`config.mk`:
```
export PLATFORM = sky130hd
export DESIGN_NAME = lc3_mem_arbiter
export DESIGN_NICKNAME = d
export VERILOG_FILES = /design/src/rtl/lc3_arb_pkg.sv /design/src/rtl/lc3_arb_watchdog.sv /design/src/rtl/lc3_mem_arbiter.sv
export SDC_FILE = /design/constraint.sdc
export NUM_CORES = 1
export LEC_CHECK = 0
export BUFFER_PORTS_ARGS = -buffer_cell sky130_fd_sc_hd__buf_2
export CAP_MARGIN = 5
export CORE_ASPECT_RATIO = 1.25
export CORE_UTILIZATION = 51
export DETAILED_ROUTE_END_ITERATION = 7
export PLACE_DENSITY = 0.85
export SLEW_MARGIN = 20
export SYNTH_ARGS = -nofsm -noshare
export SYNTH_HDL_FRONTEND = slang
export SYNTH_SLANG_ARGS = --single-unit
```
`constraint.sdc`:
```
create_clock -name clock -period 5 [get_ports clock]
set_clock_uncertainty 0.15 [all_clocks]
set_input_delay 0.25 -clock clock [delete_from_list [all_inputs] [get_ports clock]]
set_output_delay 0.25 -clock clock [all_outputs]
set_load 0.01 [all_outputs]
```
`src/rtl/lc3_arb_pkg.sv`:
```
// Shared types and default widths for the LC3 unified-memory arbiter.
package lc3_arb_pkg;

    localparam int DEF_ADDR_W          = 16;
    localparam int DEF_DATA_W          = 16;
    localparam int DEF_MAX_DATA_STREAK = 4;
    localparam int DEF_TIMEOUT_CYC     = 64;
    localparam int STREAK_W            = 4;

    typedef enum logic [2:0] {
        IDLE   = 3'd0,
        BUSY_I = 3'd1,
        BUSY_D = 3'd2,
        DONE_I = 3'd3,
        DONE_D = 3'd4
    } arb_state_t;

    typedef enum logic {
        SRC_INSTR = 1'b0,
        SRC_DATA  = 1'b1
    } arb_src_t;

endpackage

```
`src/rtl/lc3_arb_watchdog.sv`:
```
// Busy-cycle watchdog for the arbiter: counts unacknowledged memory wait cycles
// and raises a sticky error when a transaction is forced to complete.
module lc3_arb_watchdog
    import lc3_arb_pkg::*;
#(
    parameter int TIMEOUT_CYC = DEF_TIMEOUT_CYC
) (
    input  logic clock,
    input  logic reset,
    input  logic clear,
    input  logic active,
    input  logic ack,
    output logic expired,
    output logic timeout_err
);

    localparam int CNT_W = $clog2(TIMEOUT_CYC) + 1;
    localparam logic [CNT_W-1:0] LIMIT = CNT_W'(TIMEOUT_CYC - 1);

    logic [CNT_W-1:0] count;

    // An ack in the limit cycle still wins over the timeout.
    assign expired = active && !ack && (count == LIMIT);

    always_ff @(posedge clock or posedge reset) begin
        if (reset) begin
            count <= '0;
        end else if (clear) begin
            count <= '0;
        end else if (active && !ack && (count != LIMIT)) begin
            count <= count + 1'b1;
        end
    end

    always_ff @(posedge clock or posedge reset) begin
        if (reset) begin
            timeout_err <= 1'b0;
        end else if (expired) begin
            timeout_err <= 1'b1;
        end
    end

endmodule

```
`src/rtl/lc3_mem_arbiter.sv`:
```
// Arbitrates LC3 fetch and MemAccess requests onto one single-port memory.
// Optional watchdog enabled by defining LC3_ARB_TIMEOUT_EN.
module lc3_mem_arbiter
    import lc3_arb_pkg::*;
#(
    parameter int ADDR_W          = DEF_ADDR_W,
    parameter int DATA_W          = DEF_DATA_W,
    parameter int MAX_DATA_STREAK = DEF_MAX_DATA_STREAK,
    parameter int TIMEOUT_CYC     = DEF_TIMEOUT_CYC
) (
    input  logic              clock,
    input  logic              reset,
    input  logic              instr_req,
    input  logic [ADDR_W-1:0] instr_addr,
    output logic [DATA_W-1:0] instr_dout,
    output logic              complete_instr,
    input  logic              data_req,
    input  logic              data_rd,
    input  logic [ADDR_W-1:0] data_addr,
    input  logic [DATA_W-1:0] data_din,
    output logic [DATA_W-1:0] data_dout,
    output logic              complete_data,
    output logic              mem_req,
    output logic              mem_we,
    output logic [ADDR_W-1:0] mem_addr,
    output logic [DATA_W-1:0] mem_wdata,
    input  logic [DATA_W-1:0] mem_rdata,
    input  logic              mem_ack,
    output logic              busy,
    output logic              timeout_err
);

    localparam logic [STREAK_W-1:0] STREAK_MAX = STREAK_W'(MAX_DATA_STREAK);

    arb_state_t          state;
    arb_state_t          state_next;
    arb_src_t            grant_src;
    logic                grant;
    logic                wd_expired;
    logic [STREAK_W-1:0] streak;

    // Data wins ties until the streak limit, then one fetch is let through.
    always_comb begin
        grant     = 1'b0;
        grant_src = SRC_INSTR;
        if (state == IDLE) begin
            if (data_req && !(instr_req && (streak == STREAK_MAX))) begin
                grant     = 1'b1;
                grant_src = SRC_DATA;
            end else if (instr_req) begin
                grant     = 1'b1;
                grant_src = SRC_INSTR;
            end
        end
    end

    always_ff @(posedge clock or posedge reset) begin
        if (reset) begin
            state <= IDLE;
        end else begin
            state <= state_next;
        end
    end

    always_comb begin
        state_next = state;
        case (state)
            IDLE: begin
                if (grant) begin
                    state_next = (grant_src == SRC_DATA) ? BUSY_D : BUSY_I;
                end
            end
            BUSY_I: begin
                if (mem_ack || wd_expired) begin
                    state_next = DONE_I;
                end
            end
            BUSY_D: begin
                if (mem_ack || wd_expired) begin
                    state_next = DONE_D;
                end
            end
            DONE_I:  state_next = IDLE;
            DONE_D:  state_next = IDLE;
            default: state_next = IDLE;
        endcase
    end

    // Decoded from state so an async reset drops mem_req without waiting for a clock.
    assign mem_req        = (state == BUSY_I) || (state == BUSY_D);
    assign busy           = (state != IDLE);
    assign complete_instr = (state == DONE_I);
    assign complete_data  = (state == DONE_D);

    always_ff @(posedge clock or posedge reset) begin
        if (reset) begin
            streak <= '0;
        end else if (grant) begin
            if (grant_src == SRC_INSTR || !instr_req) begin
                streak <= '0;
            end else if (streak != STREAK_MAX) begin
                streak <= streak + 1'b1;
            end
        end
    end

    // Request is latched once at grant; requester inputs are ignored until IDLE.
    always_ff @(posedge clock or posedge reset) begin
        if (reset) begin
            mem_addr  <= '0;
            mem_we    <= 1'b0;
            mem_wdata <= '0;
        end else if (grant) begin
            if (grant_src == SRC_DATA) begin
                mem_addr  <= data_addr;
                mem_we    <= ~data_rd;
                mem_wdata <= data_din;
            end else begin
                mem_addr  <= instr_addr;
                mem_we    <= 1'b0;
                mem_wdata <= '0;
            end
        end
    end

    always_ff @(posedge clock or posedge reset) begin
        if (reset) begin
            instr_dout <= '0;
            data_dout  <= '0;
        end else begin
            if (state == BUSY_I) begin
                if (mem_ack) begin
                    instr_dout <= mem_rdata;
                end else if (wd_expired) begin
                    instr_dout <= '1;
                end
            end
            if (state == BUSY_D && !mem_we) begin
                if (mem_ack) begin
                    data_dout <= mem_rdata;
                end else if (wd_expired) begin
                    data_dout <= '1;
                end
            end
        end
    end

`ifdef LC3_ARB_TIMEOUT_EN
    lc3_arb_watchdog #(
        .TIMEOUT_CYC (TIMEOUT_CYC)
    ) u_watchdog (
        .clock       (clock),
        .reset       (reset),
        .clear       (grant),
        .active      (mem_req),
        .ack         (mem_ack),
        .expired     (wd_expired),
        .timeout_err (timeout_err)
    );
`else
    logic unused_timeout_cfg;
    assign unused_timeout_cfg = ^TIMEOUT_CYC;
    assign wd_expired         = 1'b0;
    assign timeout_err        = 1'b0;
`endif

endmodule

```
==> summary.md, run 1 <==
| Metric | Value |
|---|---|
| Critical Setup Path Class | `flop to flop` |
| Post-synthesis compound-gate area fraction | `21.4%` |
| Seq cells post-synth | `72` |
| Pwr Density | `608 mW/mm2` |
| Largest family of logic cells by synthesized area | `compound AO/OA/AOI/OAI gates` |
| Pin count of the biggest net entering global routing | `73` |
| Max H-tree Level | `3` |
| Critical-path cell list | `nor3_4 > and3_1 > a22o_1` |
| Max Slew Vio Count | `0` |
| Peak VDD IR | `0.000396 V` |
| Yosys warns | `0` |
| HPWL after DPL | `4840 um` |
| Die Y | `between 90 and 100 um` |
| Leakage power | `2.18 nW` |
| Fraction of layout cells with a size suffix above 1 | `50.0%` |
| Post-synth EDFFs | `0` |
| All-layer global routing usage | `24.8%` |
| Arrival @ worst endpoint | `2510 ps` |
| Clock sink count | `72` |
| Startpoint types | `flop` |
| Number of global-route vias before repair | `2,730` |
| Final Hold Vio Count | `0` |
| Core area | `about 0.006 mm2` |
| Status | `finished with violations` |
| Starting Density | `52.6%` |
| Total Neg Setup Slack | `0 ps` |
| Worst Hold Class | `primary input to flop` |
| Max Root-Sink Buffers | `2` |
| Placed Instance Area | `roughly 0.0039 mm2` |
| Die area | `approximately 0.0067 mm2` |
| Remaining DRCs | `1` |
| Syn Nets | `320` |
| Design area | `0.00444 mm2` |
| N_diodes | `0` |
| CTS Buf Count | `9` |
| Slowest CP cell | `nor3_4` |
| # Post-CTS Setup Buffers | `0` |
| WL/cell | `15.8 um` |
| Worst-Skew Late Latency | `roughly 340 ps` |
| CP endpoint kind | `flop` |
| Top-level I/O count | `140` |
| TritonCTS clock tree | `done` |
| Grt ovf | `0` |
| Fmax | `418 MHz` |
| Post-Synthesis Cells | `248` |
| Antenna-violating nets left | `0` |
| Most frequent cells after synthesis | `dfrtp_1 (72), mux2_2 (33), inv_1 (20)` |
| Total Nets Final | `477` |
| Cell area after synthesis | `about 0.0032 mm2` |
| Synth top area share | `55.6%` |
| Post-synth top flop | `dfrtp_1` |
| Reg clk slew, reported paths | `70 ps` |
| Reg2Reg Depth | `3` |
| Antenna violations before repair | `0` |
| Syn Area/Cell | `13.1 um2` |
| Detailed Route WL | `~7800 um` |
| Via Count | `~2,700` |
| Final Critical Period | `2390 ps` |
| RSZ-0062 raised after global routing | `false` |
| Synth Area in Adders | `less than 1%` |
| Most numerous cell in the Yosys netlist | `dfrtp_1` |
| Synth top area cells | `dfrtp_1 (56%), mux2_2 (11%), a311o_1 (4.9%)` |
| Placer Congestion | `0.725` |
| Sequential share of the synthesized area | `55.6%` |
| Area Overhead vs Synth | `37.0%` |
| Final-report setup violation count | `0` |
| Distinct cells, synth | `34` |
| 1st-iter DRT viols | `134` |
| Total of max-cap violations | `0` |
| Avg Vias per Cell | `5.35` |
| Multiplexer share of the synthesized area | `a little under an eighth` |
| Synth Area in XOR/XNOR | `0%` |
| Worst-path fanout max | `19` |
| CTS Root Cell | `clkbuf_8` |
| Port bufs | `138` |
| Cell Rows | `32` |
| Worst Tran Pin Value | `1090 ps` |
| Asr flop ratio synth | `100%` |
| First-pass GRT wire length | `12,600 um` |
| DR pass1 iterations | `6` |
| Max stage delay on crit path | `720 ps` |
| Post-route core utilization | `72.0%` |
| Req. time, crit path | `5120 ps` |
| Violated checks | `DRC` |
| Rel. slew slack | `27.0%` |
| Worst Hold Depth | `2` |
| Post-synthesis simple-gate area fraction | `under 10%` |
| Final period util | `47.8%` |
| Die X | `approximately 73 um` |
| Synth area leader | `dfrtp_1` |
==> timing repair <==
| action | in CTS | in global routing |
|---|---|---|
| hold buffers | 28 | 0 |
| setup endpoints to repair | 0 | 0 |
| gates resized for setup | 0 | 0 |
| hold endpoints to repair | 34 | 0 |
==> power by group <==
part	switching (W)	internal [W]
combinational	0.000584	0.000575
clock	0.000209	0.000292
sequential	0.000184	0.000856
total	0.000978	0.00172
==> flip-flops by register name (all words and copies together), names as in the netlist <==
name / count
state: 3
data_dout: 16
instr_dout: 16
mem_we: 1
mem_addr: 16
streak: 4
mem_wdata: 16
==> cell usage in the layout (no fill, tap or decap), types with 2 or more instances in the layout <==
cell type        n
clkbuf_8        10
a311o_1         16
nor3_4           2
a31oi_1         16
mux2_2          33
dfrtp_1         72
a22o_1          18
inv_1           19
clkinv_2         3
buf_2          138
ha_1             2
nor2b_1          2
a32o_1           3
nand2b_1         5
buf_4            2
a21oi_1          2
o2bb2ai_1        7
nor2_1           3
bufinv_16        2
o2bb2ai_2        9
dlygate4sd3_1   28
nor2_2           2
==> cell families (layout without fill, tap and decap cells) <==
| group | Yosys count | after routing |
|---|---|---|
| AND/OR/NAND/NOR | 21 | 21 |
| other | 1 | 1 |
| adder cells (fa/ha/maj) | 2 | 2 |
| buffers and inverters | 43 | 205 |
| AO/OA/AOI/OAI | 76 | 76 |
| multiplexers | 33 | 33 |
| flip-flops | 72 | 72 |
==> per-stage QoR <==
| step | setup WS (ps) | total power (W) | hold WS [ps] | std cells |
|---|---|---|---|---|
| CTS | 2610 | 0.00271 | 2.31 | 495 |
| detailed placement | 2610 | 0.00219 | 319 | 451 |
| finish | 2610 | 0.00270 | 13.9 | 495 |
| floorplan | 2780 | 0.00181 | 240 | 248 |
| global route | 2440 | 0.00287 | 13.1 | 495 |
| global placement | 2680 | 0.00214 | 317 | 451 |
==> area by class of cell <==
class,instances,area (um2)
timing repair buffer,168,986
sequential,72,1800
tap,85,106
multi-input combinational,133,1240
clock inverter,6,82.6
inverter,21,81.3
fill,427,1730
clock buffer,10,138
==> path summary, 6_finish.rpt <==
path | end | from | slack [ps]
worst max-delay path | mem_wdata[11] | state[1] | 2610
worst min-delay path | data_dout[1] | mem_rdata[1] | 10
worst max register to register | mem_wdata[11] | state[1] | 2610
worst min register to register | mem_addr[2] | mem_addr[2] | 340
max in group asynchronous | mem_addr[5] | reset | 4100
min in group asynchronous | instr_dout[5] | reset | 40
==> layer usage <==
metal,vias up,track usage [%],wire (um)
met1,1281,30.3,3160
li1,1231,-,-
met4,0,10.4,142
met3,13,6.99,618
met2,125,40.6,3900
met5,-,0,0
==> critical path: cells and delay by family (launching register included) <==
family | cells | cell delay [ps]
and+or+nand+nor | 2 | 1420
AOI/OAI and AO/OA | 1 | 260
DFF | 1 | 480
Power figures use the tool's default switching activity.
==> run 2: changes to the inputs <==
--- a/config.mk
+++ b/config.mk
@@ -8,9 +8,9 @@
 export BUFFER_PORTS_ARGS = -buffer_cell sky130_fd_sc_hd__buf_2
 export CAP_MARGIN = 5
 export CORE_ASPECT_RATIO = 1.25
-export CORE_UTILIZATION = 51
+export CORE_UTILIZATION = 43
 export DETAILED_ROUTE_END_ITERATION = 7
-export PLACE_DENSITY = 0.85
+export PLACE_DENSITY = 0.76
 export SLEW_MARGIN = 20
 export SYNTH_ARGS = -nofsm -noshare
 export SYNTH_HDL_FRONTEND = slang
==> constraint.sdc (replaced) <==
create_clock -name clock -period 2 [get_ports clock]
set_clock_uncertainty 0.15 [all_clocks]
set_input_delay 0.1 -clock clock [delete_from_list [all_inputs] [get_ports clock]]
set_output_delay 0.1 -clock clock [all_outputs]
set_load 0.01 [all_outputs]
==> run 2 against run 1 <==
The run now ends clean. First-iteration DRC count up 27%. Count of clock-buffer cells in the layout stayed put. Utilization is 5.8 points lower. Non-clock buffer count up 39. Via count increased by 8.7%. Critical endpoint is now busy. Highest routed layer unchanged.
==> summary.md, run 2 (same netlist as run 1, synthesis figures left out) <==
| Metric | Value |
|---|---|
| Final Critical Period | `1880 ps` |
| WL/cell | `16.1 um (was 15.8 um)` |
| Antenna violations before repair | `0 (unchanged)` |
| # Post-CTS Setup Buffers | `0 (unchanged)` |
| Total Neg Setup Slack | `0 ps (unchanged)` |
| Clock sink count | `72 (unchanged)` |
| Core area | `0.00731 mm2 (was 0.00617 mm2)` |
| Peak VDD IR | `0.000922 V (was 0.000396 V)` |
| Busiest grt layer | `met2 (unchanged)` |
| Flop pwr share | `37.4% (was 38.5%)` |
| Worst-path fanout max | `19 (unchanged)` |
| CTS Buf Count | `9 (unchanged)` |
| Worst Tran Pin Value | `972 ps (was 1090 ps)` |
| Met3 Use GR | `4.54% (was 6.99%)` |
| RR Startpoint | `streak[0] (was state[1])` |
| HPWL after DPL | `5330 um (was 4840 um)` |
| CTS Root Cell | `clkbuf_8 (unchanged)` |
| Antenna-violating nets left | `0 (unchanged)` |
| Rel. slew slack | `35.2% (was 27.0%)` |
| Avg Vias per Cell | `5.33 (was 5.35)` |
| Placer Congestion | `0.762 (was 0.725)` |
| Via Count | `2,881 (was 2,650)` |
| Met1 Use GR | `27.0% (was 30.3%)` |
| Placed Instance Area | `0.00402 mm2 (was 0.00394 mm2)` |
| Starting Density | `44.3% (was 52.6%)` |
| Commonest non-fill, non-tap cell in the layout | `buf_2 (unchanged)` |
| Die Y | `99.1 um (was 91.1 um)` |
| Pin count of the biggest net entering global routing | `38 (was 73)` |
| P_int | `0.00442 W (was 0.00172 W)` |
| Reg2reg end | `mem_wdata[0] (was mem_wdata[11])` |
| Comb pwr share | `44.4% (was 42.9%)` |
| Commonest non-fill, non-tap cells in the layout | `buf_2 (138), dfrtp_1 (72), dlygate4sd3_1 (59) (was buf_2 (138), dfrtp_1 (72), mux2_2 (33))` |
| Req. time, crit path | `1750 ps (was 5120 ps)` |
| Fmax | `531 MHz` |
| N_diodes | `0 (unchanged)` |
| Startpoint types | `flop (unchanged)` |
| Design area | `0.00484 mm2 (was 0.00444 mm2)` |
| Final-report setup violation count | `0 (unchanged)` |
| Final Hold Vio Count | `0 (unchanged)` |
| All-layer global routing usage | `22.3% (was 24.8%)` |
| Remaining DRCs | `0 (was 1)` |
| Final period util | `94.1%` |
| CP endpoint kind | `output pin (was flop)` |
| Status | `finished, final reports clean (was finished with violations)` |
| RSZ-0062 raised after global routing | `false (unchanged)` |
| TritonCTS clock tree | `done (unchanged)` |
| Critical-path cell list | `nor3_4 > buf_4 > inv_4 > buf_2 (was nor3_4 > and3_1 > a22o_1)` |
| Pre-CTS setup slack | `119 ps (was 2610 ps)` |
| Fillers | `535 (was 427)` |
| Slowest CP cell | `dfrtp_1 (was nor3_4)` |
| Max Root-Sink Buffers | `2 (unchanged)` |
| Critical Setup Path Class | `flop to output pin (was flop to flop)` |
| Leakage power | `2.35 nW (was 2.18 nW)` |
| Number of global-route vias before repair | `2,842 (was 2,730)` |
| Post-CTS sizing | `0 (unchanged)` |
| 1st-iter DRT viols | `170 (was 134)` |
| Setup slack after layout | `117 ps (was 2610 ps)` |
| Post-route core utilization | `66.2% (was 72.0%)` |
| Cell Rows | `35 (was 32)` |
| Pwr Density | `1440 mW/mm2 (was 608 mW/mm2)` |
| Port bufs | `138 (unchanged)` |
| Total of max-cap violations | `0 (unchanged)` |
| Fraction of layout cells with a size suffix above 1 | `47.2% (was 50.0%)` |
| Grt ovf | `0 (unchanged)` |
| Top-level I/O count | `140 (unchanged)` |
| Worst-Skew Late Latency | `330 ps (was 340 ps)` |
| Hold_sp | `data_addr[13] (was mem_rdata[1])` |
| Hold_ws | `20.7 ps (was 13.9 ps)` |
| Die X | `79.6 um (was 73.3 um)` |
| Total Nets Final | `517 (was 477)` |
| Worst Hold Depth | `4 (was 2)` |
| Die area | `0.00789 mm2 (was 0.00668 mm2)` |
| Worst setup startpoint | `state[0] (was state[1])` |
| Clock power share | `18.2% (was 18.5%)` |
| Max Slew Vio Count | `0 (unchanged)` |
| First-pass GRT wire length | `13,600 um (was 12,600 um)` |
| Hold EP | `mem_addr[13] (was data_dout[1])` |
| R2R Setup Slk | `130 ps (was 2610 ps)` |
| Reg clk slew, reported paths | `70 ps (about the same)` |
| Worst Hold Class | `primary input to flop (unchanged)` |
| DR pass1 iterations | `6 (unchanged)` |
| Net switching power | `0.00253 W (was 0.000978 W)` |
| Detailed Route WL | `8710 um (was 7830 um)` |
| Met2 usage | `37.7% (was 40.6%)` |
| Area Overhead vs Synth | `49.3% (was 37.0%)` |
| Max stage delay on crit path | `490 ps (was 720 ps)` |
| Arrival @ worst endpoint | `1630 ps (was 2510 ps)` |
| Switching Fraction | `36.4% (was 36.2%)` |
| Max H-tree Level | `3 (unchanged)` |
| Reg2Reg Depth | `5 (was 3)` |
## run 2: cell types whose count changed in the layout (fill, tap and decap cells not counted), sizes merged
| cell | previous run | this run |
|---|---|---|
| buf | 140 | 148 |
| dlygate4sd3 | 28 | 59 |
| clkinvlp | 1 | 2 |
| o21ai | 2 | 3 |
| clkinv | 3 | 2 |
| inv | 21 | 20 |
## run 2: repair_timing
item                                    in CTS  in global routing
hold buffers                                59                  0
endpoints found under the setup margin       0                  1
hold endpoints to repair                   142                  0
## run 2: per-stage QoR
stage	instances	power, W
after floorplan	248	0.00452
after global placement	466	0.00545
after detailed placement	466	0.00557
after CTS	540	0.00694
after global routing	541	0.00734
final	541	0.00695
## run 2: cell type report
class / count / area, um2 / share of cell area [%]
Clock buffer: 10 / 138 / 2.84
Clock inverter: 5 / 81.3 / 1.68
Inverter: 21 / 85.1 / 1.76
Multi-Input combinational cell: 134 / 1250 / 25.8
Sequential cell: 72 / 1800 / 37.2
Tap cell: 92 / 115 / 2.38
Timing Repair Buffer: 207 / 1370 / 28.3
## run 2: routing by layer
layer,part of all wire [%],routed length [um]
met3,7.1,619
met2,50,4400
met5,0,0
met1,40,3510
met4,2.1,185
## run 2: worst max-delay path, delay by kind of cell, from the launching register on
kind | cells | cell delay, ps
buf+inv | 3 | 580
flops | 1 | 490
simple gates | 1 | 210
## run 2: how the worst max path moves through the flow
| stage | endpoint | slack [ps] | cells past startpoint |
|---|---|---|---|
| after floorplan | data_dout[0] | 170 | 5 |
| after global placement | streak[1] | 160 | 5 |
| after detailed placement | streak[0] | 120 | 4 |
| after CTS | streak[0] | 100 | 4 |
| after global routing | streak[1] | 5 | 5 |
| final | busy | 120 | 4 |
## run 2: power by group through the flow
stage | sequential (W) | clock, W | combinational (W)
3_5_place_dp | 0.00259 | 0 | 0.00298
5_1_grt | 0.00268 | 0.00135 | 0.00332
3_3_place_gp | 0.00257 | 0 | 0.00288
4_1_cts | 0.00259 | 0.00129 | 0.00306
2_1_floorplan | 0.00281 | 0 | 0.00170
6_report | 0.00260 | 0.00126 | 0.00309
